$ cat config.mk
export PLATFORM = sky130hd
export DESIGN_NAME = fifo_uart_drain
export DESIGN_NICKNAME = d
export VERILOG_FILES = /design/src/rtl/fifo_uart_drain.sv
export SDC_FILE = /design/constraint.sdc
export NUM_CORES = 1
export LEC_CHECK = 0
export ABC_AREA = 0
export CAP_MARGIN = 20
export CELL_PAD_IN_SITES_DETAIL_PLACEMENT = 2
export CELL_PAD_IN_SITES_GLOBAL_PLACEMENT = 2
export CORE_ASPECT_RATIO = 0.8
export CORE_MARGIN = 1
export CORE_UTILIZATION = 35
export CTS_BUF_LIST = sky130_fd_sc_hd__clkbuf_8
export DETAILED_ROUTE_END_ITERATION = 8
export GPL_TIMING_DRIVEN = 0
export PLACE_DENSITY = 0.82
export SKIP_CTS_REPAIR_TIMING = 1
export SLEW_MARGIN = 15
export SYNTH_ARGS = -nofsm -noshare
export SYNTH_HDL_FRONTEND = slang
export SYNTH_SLANG_ARGS = --single-unit
$ cat constraint.sdc
create_clock -name clk -period 2.1 [get_ports clk]
set_input_delay 0.63 -clock clk [delete_from_list [all_inputs] [get_ports clk]]
set_output_delay 0.63 -clock clk [all_outputs]
set_load 0.01 [all_outputs]
$ cat src/rtl/fifo_uart_drain.sv
// Read-side sequencer: pops one byte at a time from the AD sample FIFO and hands
// it to the UART TX over a start/busy handshake, tracking CR/LF frame boundaries.
module fifo_uart_drain #(
    parameter logic [15:0] ACK_TIMEOUT = 16'd1000
) (
    input  logic        clk,
    input  logic        reset_n,
    input  logic        enable,
    input  logic        empty,
    input  logic [7:0]  q,
    output logic        rdreq,
    input  logic        tx_busy,
    output logic        tx_start,
    output logic [7:0]  tx_data,
    output logic        frame_done,
    output logic [15:0] frame_cnt,
    output logic [15:0] byte_cnt,
    output logic        err_timeout
);

    typedef enum logic [2:0] {
        ST_IDLE      = 3'd0,
        ST_RD        = 3'd1,
        ST_LATCH     = 3'd2,
        ST_START     = 3'd3,
        ST_WAIT_ACK  = 3'd4,
        ST_WAIT_DONE = 3'd5
    } state_t;

    state_t      state_r;
    state_t      state_s;
    logic [15:0] ack_cnt_r;
    logic [7:0]  tx_data_r;
    logic        prev_cr_r;
    logic        frame_done_r;
    logic [15:0] frame_cnt_r;
    logic [15:0] byte_cnt_r;
    logic        err_timeout_r;
    logic        ack_timeout_s;
    logic        byte_done_s;
    logic        frame_end_s;

    function automatic logic [15:0] sat_inc16(input logic [15:0] v);
        if (v == 16'hFFFF) begin
            sat_inc16 = v;
        end else begin
            sat_inc16 = v + 16'd1;
        end
    endfunction

    // State register.
    always_ff @(posedge clk or negedge reset_n) begin
        if (!reset_n) begin
            state_r <= ST_IDLE;
        end else begin
            state_r <= state_s;
        end
    end

    // Next-state decode plus the byte-complete and ack-timeout strobes.
    always_comb begin
        state_s       = state_r;
        ack_timeout_s = 1'b0;
        byte_done_s   = 1'b0;
        case (state_r)
            ST_IDLE: begin
                if (enable && !empty) begin
                    state_s = ST_RD;
                end else begin
                    state_s = ST_IDLE;
                end
            end
            ST_RD:    state_s = ST_LATCH;
            ST_LATCH: state_s = ST_START;
            ST_START: state_s = ST_WAIT_ACK;
            ST_WAIT_ACK: begin
                if (tx_busy) begin
                    state_s = ST_WAIT_DONE;
                end else if (ack_cnt_r >= (ACK_TIMEOUT - 16'd1)) begin
                    ack_timeout_s = 1'b1;
                    state_s       = ST_IDLE;
                end else begin
                    state_s = ST_WAIT_ACK;
                end
            end
            ST_WAIT_DONE: begin
                if (!tx_busy) begin
                    byte_done_s = 1'b1;
                    state_s     = ST_IDLE;
                end else begin
                    state_s = ST_WAIT_DONE;
                end
            end
            default: state_s = ST_IDLE;
        endcase
    end

    // A frame ends only when LF completes right after a completed CR.
    assign frame_end_s = byte_done_s && (tx_data_r == 8'h0A) && prev_cr_r;

    // Ack counter: cleared in START, counts idle WAIT_ACK cycles.
    always_ff @(posedge clk or negedge reset_n) begin
        if (!reset_n) begin
            ack_cnt_r <= 16'd0;
        end else if (state_r == ST_START) begin
            ack_cnt_r <= 16'd0;
        end else if ((state_r == ST_WAIT_ACK) && !tx_busy && !ack_timeout_s) begin
            ack_cnt_r <= ack_cnt_r + 16'd1;
        end else begin
            ack_cnt_r <= ack_cnt_r;
        end
    end

    // Output byte latch; q is valid the cycle after rdreq.
    always_ff @(posedge clk or negedge reset_n) begin
        if (!reset_n) begin
            tx_data_r <= 8'h00;
        end else if (state_r == ST_LATCH) begin
            tx_data_r <= q;
        end else begin
            tx_data_r <= tx_data_r;
        end
    end

    // Frame tracking; timed-out bytes never reach here, so prev_cr survives them.
    always_ff @(posedge clk or negedge reset_n) begin
        if (!reset_n) begin
            prev_cr_r    <= 1'b0;
            frame_done_r <= 1'b0;
            frame_cnt_r  <= 16'd0;
            byte_cnt_r   <= 16'd0;
        end else begin
            frame_done_r <= frame_end_s;
            if (byte_done_s) begin
                prev_cr_r <= (tx_data_r == 8'h0D);
            end else begin
                prev_cr_r <= prev_cr_r;
            end
            if (frame_end_s) begin
                frame_cnt_r <= frame_cnt_r + 16'd1;
                byte_cnt_r  <= 16'd0;
            end else if (byte_done_s) begin
                frame_cnt_r <= frame_cnt_r;
                byte_cnt_r  <= sat_inc16(byte_cnt_r);
            end else begin
                frame_cnt_r <= frame_cnt_r;
                byte_cnt_r  <= byte_cnt_r;
            end
        end
    end

    // Sticky timeout flag, cleared only by reset.
    always_ff @(posedge clk or negedge reset_n) begin
        if (!reset_n) begin
            err_timeout_r <= 1'b0;
        end else if (ack_timeout_s) begin
            err_timeout_r <= 1'b1;
        end else begin
            err_timeout_r <= err_timeout_r;
        end
    end

    assign rdreq       = (state_r == ST_RD);
    assign tx_start    = (state_r == ST_START);
    assign tx_data     = tx_data_r;
    assign frame_done  = frame_done_r;
    assign frame_cnt   = frame_cnt_r;
    assign byte_cnt    = byte_cnt_r;
    assign err_timeout = err_timeout_r;

endmodule

==> results of run 1 <==
## cell families (layout without fill, tap and decap cells)
logic type,count (synthesis),in the layout,share of synthesized area (%)
compound gates,42,42,8.46
xor+xnor,15,15,4.13
fa+ha+maj,3,3,1.18
buf+inv,18,92,2.95
flops,62,62,48.8
mux,16,16,5.35
other cells,0,1,0
simple gates,144,144,29.2
## per-stage QoR
stage | power, mW | hold slack, ns | area (µm²)
after floorplan | 2.12 | 0.334 | 3180
after global placement | 2.53 | 0.451 | 3880
after detailed placement | 2.62 | 0.463 | 3910
after CTS | 3.51 | 0.112 | 4060
after global routing | 3.70 | 0.113 | 4130
final | 3.52 | 0.120 | 4130
## synthesized netlist by cell type, types with 3 or more instances
master / instances
nand2_1: 34
nor3_1: 6
and3_1: 7
o31ai_1: 9
or3_1: 5
inv_1: 7
dfrtp_1: 62
clkbuf_1: 4
nor2_1: 5
or4_1: 8
nand3_1: 15
a21oi_1: 16
and2_1: 10
nor4_1: 10
ha_1: 3
xor2_1: 10
nor4b_1: 3
nand4_1: 11
xnor2_1: 5
and4_1: 6
o21ai_0: 8
mux2i_1: 8
nand2b_1: 8
mux2_2: 8
## state kept, by name, indices dropped and copies added, names as in the netlist
signal / flops
tx_data: 8
state_r: 3
ack_cnt_r: 16
frame_done: 1
byte_cnt: 16
frame_cnt: 16
err_timeout: 1
prev_cr_r: 1
## how the worst min path moves through the flow
stage,start,end
after floorplan,reset_n,ack_cnt_r[0]
after global placement,prev_cr_r,prev_cr_r
after detailed placement,frame_cnt[15],frame_cnt[15]
after CTS,reset_n,byte_cnt[14]
after global routing,reset_n,byte_cnt[6]
final,reset_n,byte_cnt[6]
## cell type report
| cell class | count | area share [%] |
|---|---|---|
| Antenna cell | 1 | 0.0606 |
| Buffer | 9 | 1.42 |
| Clock buffer | 9 | 3.00 |
| Clock inverter | 6 | 0.606 |
| Inverter | 7 | 0.636 |
| Multi-Input combinational cell | 220 | 38.1 |
| Sequential cell | 62 | 37.7 |
| Tap cell | 112 | 3.39 |
| Timing Repair Buffer | 61 | 15.1 |
## power by group through the flow
stage          clock (mW)  combinational, mW  sequential (mW)
4_1_cts             0.898              0.957             1.66
3_5_place_dp            0              0.942             1.68
3_3_place_gp            0              0.880             1.65
6_report            0.871              0.973             1.67
2_1_floorplan           0              0.471             1.65
5_1_grt             0.948               1.05             1.70
## metal layers
layer  vias up  wire length [µm]  GRT usage [%]
li1       1249                 -              -
met1      1398              4390           27.3
met2        54              4740           35.6
met3        16               415           6.43
met4         0               154           8.11
met5         -                 0              0
==> metrics.txt, run 1 <==
multi-input logic area=1570 µm²; Clk Tree Root Cell=clkbuf_8; Critical Path Max Stage Delay=0.33 ns; Worst-path clk slew=0.07 ns; Layout area overhead=29.8%; Final Cycle Share=102%; initial antenna violation count=1; Lkg Pwr=1.80 nW; Fin Clk Skew=0.00658 ns; die height=87.3 µm; r2r setup slk=0.13 ns; Peak Freq=467 MHz; share of the synthesized area in the top cell type=48.8%; global route overflow=0; Peak VDD IR=0.556 mV; CP Class=register to output port; Yosys reg bits=62; crit path capture=tx_start; Reg2Reg Depth=6; Worst R2R End=byte_cnt[1]; Cells after Synth=300; family with the most delay on the worst path=buffers and inverters; Critical Path End Type=output port; Post-Layout Cell Count=487; fin util=47.8%; crit path launch type=register; Final Setup Violations=1; Synth cell types=48; Slew @ Worst Pin=0.786 ns; NumNets Final=386; first drt pass iteration count=4; critical path's slowest cell=dfrtp_1; largest net degree at the start of global routing=52; Switching Fraction=34.0%; filler cell count=927; failing checks=setup timing; worst-path fanout max=12; PortBufs=56; drt total wl=9.70 mm; internal power=2.32 mW; Syn Std Cell Area=3180 µm²; clock sinks=62; synth top area cells=dfrtp_1 (49%), nand2_1 (4.0%), mux2_2 (2.8%); Syn Area/Cell=10.6 µm²; WP depth=5; CTS tree=yes; number of vias per cell=5.58; Clock Latency Late Sink=0.35 ns; register area=1560 µm²; Routed Antenna Nets=0; Seq/Total Area, Yosys=48.8%; Hold/Removal Path Class=input port to async pin; power density over cell area=851 nW/µm²; Worst R2R Start=byte_cnt[1]; Die Wd=109 µm; Synth warnings=0; Slew Limit Fails=0; Rel. slew slack=47.4%; CP startpoint=state_r[0]; Residual DRC=0; die area=9480 µm²; vias=2717; RSZ-0062 raised after global routing=yes; share of power burned in the clock network=24.8%; Buf+Inv Stages, Crit Path=3; setup tns final=-0.0402 ns; commonest non-fill, non-tap cells in the layout=dfrtp_1 (57), clkdlybuf4s50_1 (52), nand2_1 (34); Comb pwr share=27.7%; worst setup margin=-0.0402 ns; GPL Wtd Cong=0.794; placed cell count=469; Hold Vio Cnt, Final=0; Total GRT Usage=21.8%; number of synthesized flops with an enable pin=0; CP cell instances=buf_4, nand2_1, or2_4, inv_1, dlymetal6s2s_1; row count=30; vias in the first global route=3051; Worst EP required=1.47 ns; deepest clock path buffer count=2; Iteration-0 DRC Markers=42; Crit path arrival time=1.51 ns; dpl ws=-0.429 ns; Async S/R FF share, synth=100%; # IOs=57; ys flop type=dfrtp_1; Tmin final=2.14 ns; share of cells above drive strength 1=14.2%; maxcap violations=0; Core Area=8630 µm²; leading area contributor after synthesis=dfrtp_1; commonest non-fill, non-tap cell in the layout=dfrtp_1; NetSw=1.19 mW; global-route wire length before repair=15.7 mm; outcome=finished, violations left; Routed WL per cell=19.9 µm; initial core utilization=36.8%; Final HPWL DP=6.76 mm; number of buffers created by CTS=9; Net Count, Synth=316; H-tree level count=3; sequential share of power=47.5%
No activity file was read; power rests on OpenSTA's default activity.
==> inputs of run 2 (changes only) <==
Settings changed: CORE_UTILIZATION 35 to 33, CTS_BUF_LIST sky130_fd_sc_hd__clkbuf_8 to sky130_fd_sc_hd__clkbuf_8 sky130_fd_sc_hd__clkbuf_16, PLACE_DENSITY 0.82 to 0.77.
==> run 2 against run 1 <==
Compared with the run above: the run ends with DRC left; total power is 19% higher; critical path depth unchanged; clock-buffer cell count rose by 1.
==> metrics.txt, run 2 (synthesis results as in run 1) <==
Residual DRC=3 (was 0); Slew @ Worst Pin=0.739 ns (was 0.786 ns); maxcap violations=0 (unchanged); placed inst area=3910 µm² (about the same); Hold Vio Cnt, Final=0 (unchanged); share of cells above drive strength 1=14.7% (was 14.2%); wire length on met3=335 µm (was 415 µm); highest metal used=met4 (unchanged); initial core utilization=34.6% (was 36.8%); first drt pass iteration count=6 (was 4); dpl ws=-0.520 ns (was -0.429 ns); Clk Tree Root Cell=clkbuf_16 (was clkbuf_8); Fin Clk Skew=0.00495 ns (was 0.00658 ns); PortBufs=56 (unchanged); GPL Wtd Cong=0.754 (was 0.794); deepest clock path buffer count=2 (unchanged); Worst EP required=1.47 ns (about the same); Core Area=9190 µm² (was 8630 µm²); Die Wd=112 µm (was 109 µm); global route overflow=0 (unchanged); CTS tree=yes (unchanged); setup tns final=0 ns (was -0.0402 ns); number of diodes=0 (was 1); H-tree level count=3 (unchanged); failing checks=DRC (was setup timing); Layout area overhead=34.1% (was 29.8%); final total power=4.19 mW (was 3.52 mW); NumNets Final=385 (was 386); vias=2692 (was 2717); Final Cycle Share=98.5% (was 102%); Total GRT Usage=20.6% (was 21.8%); clock sinks=62 (unchanged); Rel. slew slack=50.3% (was 47.4%); Final HPWL DP=6.65 mm (was 6.76 mm); Hold WS=0.187 ns (was 0.120 ns); Worst-path clk slew=0.05 ns (was 0.07 ns); initial antenna violation count=0 (was 1); number of vias per cell=5.51 (was 5.58); register area=1560 µm² (unchanged); Slew Limit Fails=0 (unchanged); Post-Layout Cell Count=489 (was 487); Peak VDD IR=0.483 mV (was 0.556 mV); row count=31 (was 30); drt total wl=9.54 mm (was 9.70 mm); Metal-1 WL=4.41 mm (was 4.39 mm); worst setup margin=0.0315 ns (was -0.0402 ns); vias in the first global route=3000 (was 3051); outcome=finished, violations left (unchanged); Peak Freq=483 MHz (was 467 MHz); Tmin final=2.07 ns (was 2.14 ns); Lkg Pwr=1.85 nW (was 1.80 nW); CP Class=register to output port (unchanged); Routed WL per cell=19.5 µm (was 19.9 µm); die height=89.8 µm (was 87.3 µm); largest net degree at the start of global routing=44 (was 52); commonest non-fill, non-tap cell in the layout=dfrtp_1 (unchanged); number of buffers created by CTS=9 (unchanged); die area=10000 µm² (was 9480 µm²); placed cell count=472 (was 469); Critical Path End Type=output port (unchanged); commonest non-fill, non-tap cells in the layout=dfrtp_1 (57), clkdlybuf4s50_1 (52), nand2_1 (34) (unchanged); multi-input logic area=1550 µm² (was 1570 µm²); Hold/Removal Path Class=input port to async pin (unchanged); power density over cell area=983 nW/µm² (was 851 nW/µm²); Crit path arrival time=1.44 ns (was 1.51 ns); Clock Latency Late Sink=0.33 ns (was 0.35 ns); worst-path fanout max=12 (unchanged); Routed Antenna Nets=0 (unchanged); RSZ-0062 raised after global routing=yes (unchanged); Iteration-0 DRC Markers=80 (was 42); crit path launch type=register (unchanged); global-route wire length before repair=16.2 mm (was 15.7 mm); met2 wire len=4.72 mm (was 4.74 mm); # IOs=57 (unchanged); Final Setup Violations=0 (was 1); fin area=4270 µm² (was 4130 µm²); filler cell count=947 (was 927); fin util=46.4% (was 47.8%)
run 2: per-layer routing:
layer | GRT usage [%] | up-vias
met5 | 0 | -
met4 | 5.52 | 0
met3 | 5.93 | 6
met2 | 33.6 | 49
met1 | 26.8 | 1390
li1 | - | 1247
run 2: worst max-delay path: stages, from the launching register on:
cell and delay, ns:
dfrtp_1 0.32, buf_4 0.16, nand2_1 0.08, or2_4 0.30, inv_1 0.11, clkbuf_2 0.14
run 2: final timing paths:
kind                                       to  depth (start not counted)           from  slack, ns
worst max-delay path                 tx_start                          5     state_r[0]       0.03
worst min-delay path              byte_cnt[6]                          1        reset_n       0.19
worst max register to register    byte_cnt[1]                          6    byte_cnt[1]       0.13
worst min register to register  frame_cnt[15]                          1  frame_cnt[15]       0.47
max in group asynchronous          state_r[2]                          2        reset_n       1.37
min in group clk                frame_cnt[15]                          1  frame_cnt[15]       0.47
run 2: power by group:
part,internal (mW),switching (mW)
combinational,0.511,0.415
sequential,1.39,0.281
clock,1.06,0.534
run 2: final cells by class:
class	count	share of cell area, %
Inverter	7	0.616
Tap cell	115	3.37
Clock inverter	6	1.82
Multi-Input combinational cell	220	36.4
Sequential cell	62	36.5
Buffer	10	1.55
Timing Repair Buffer	59	14.1
Clock buffer	10	5.60
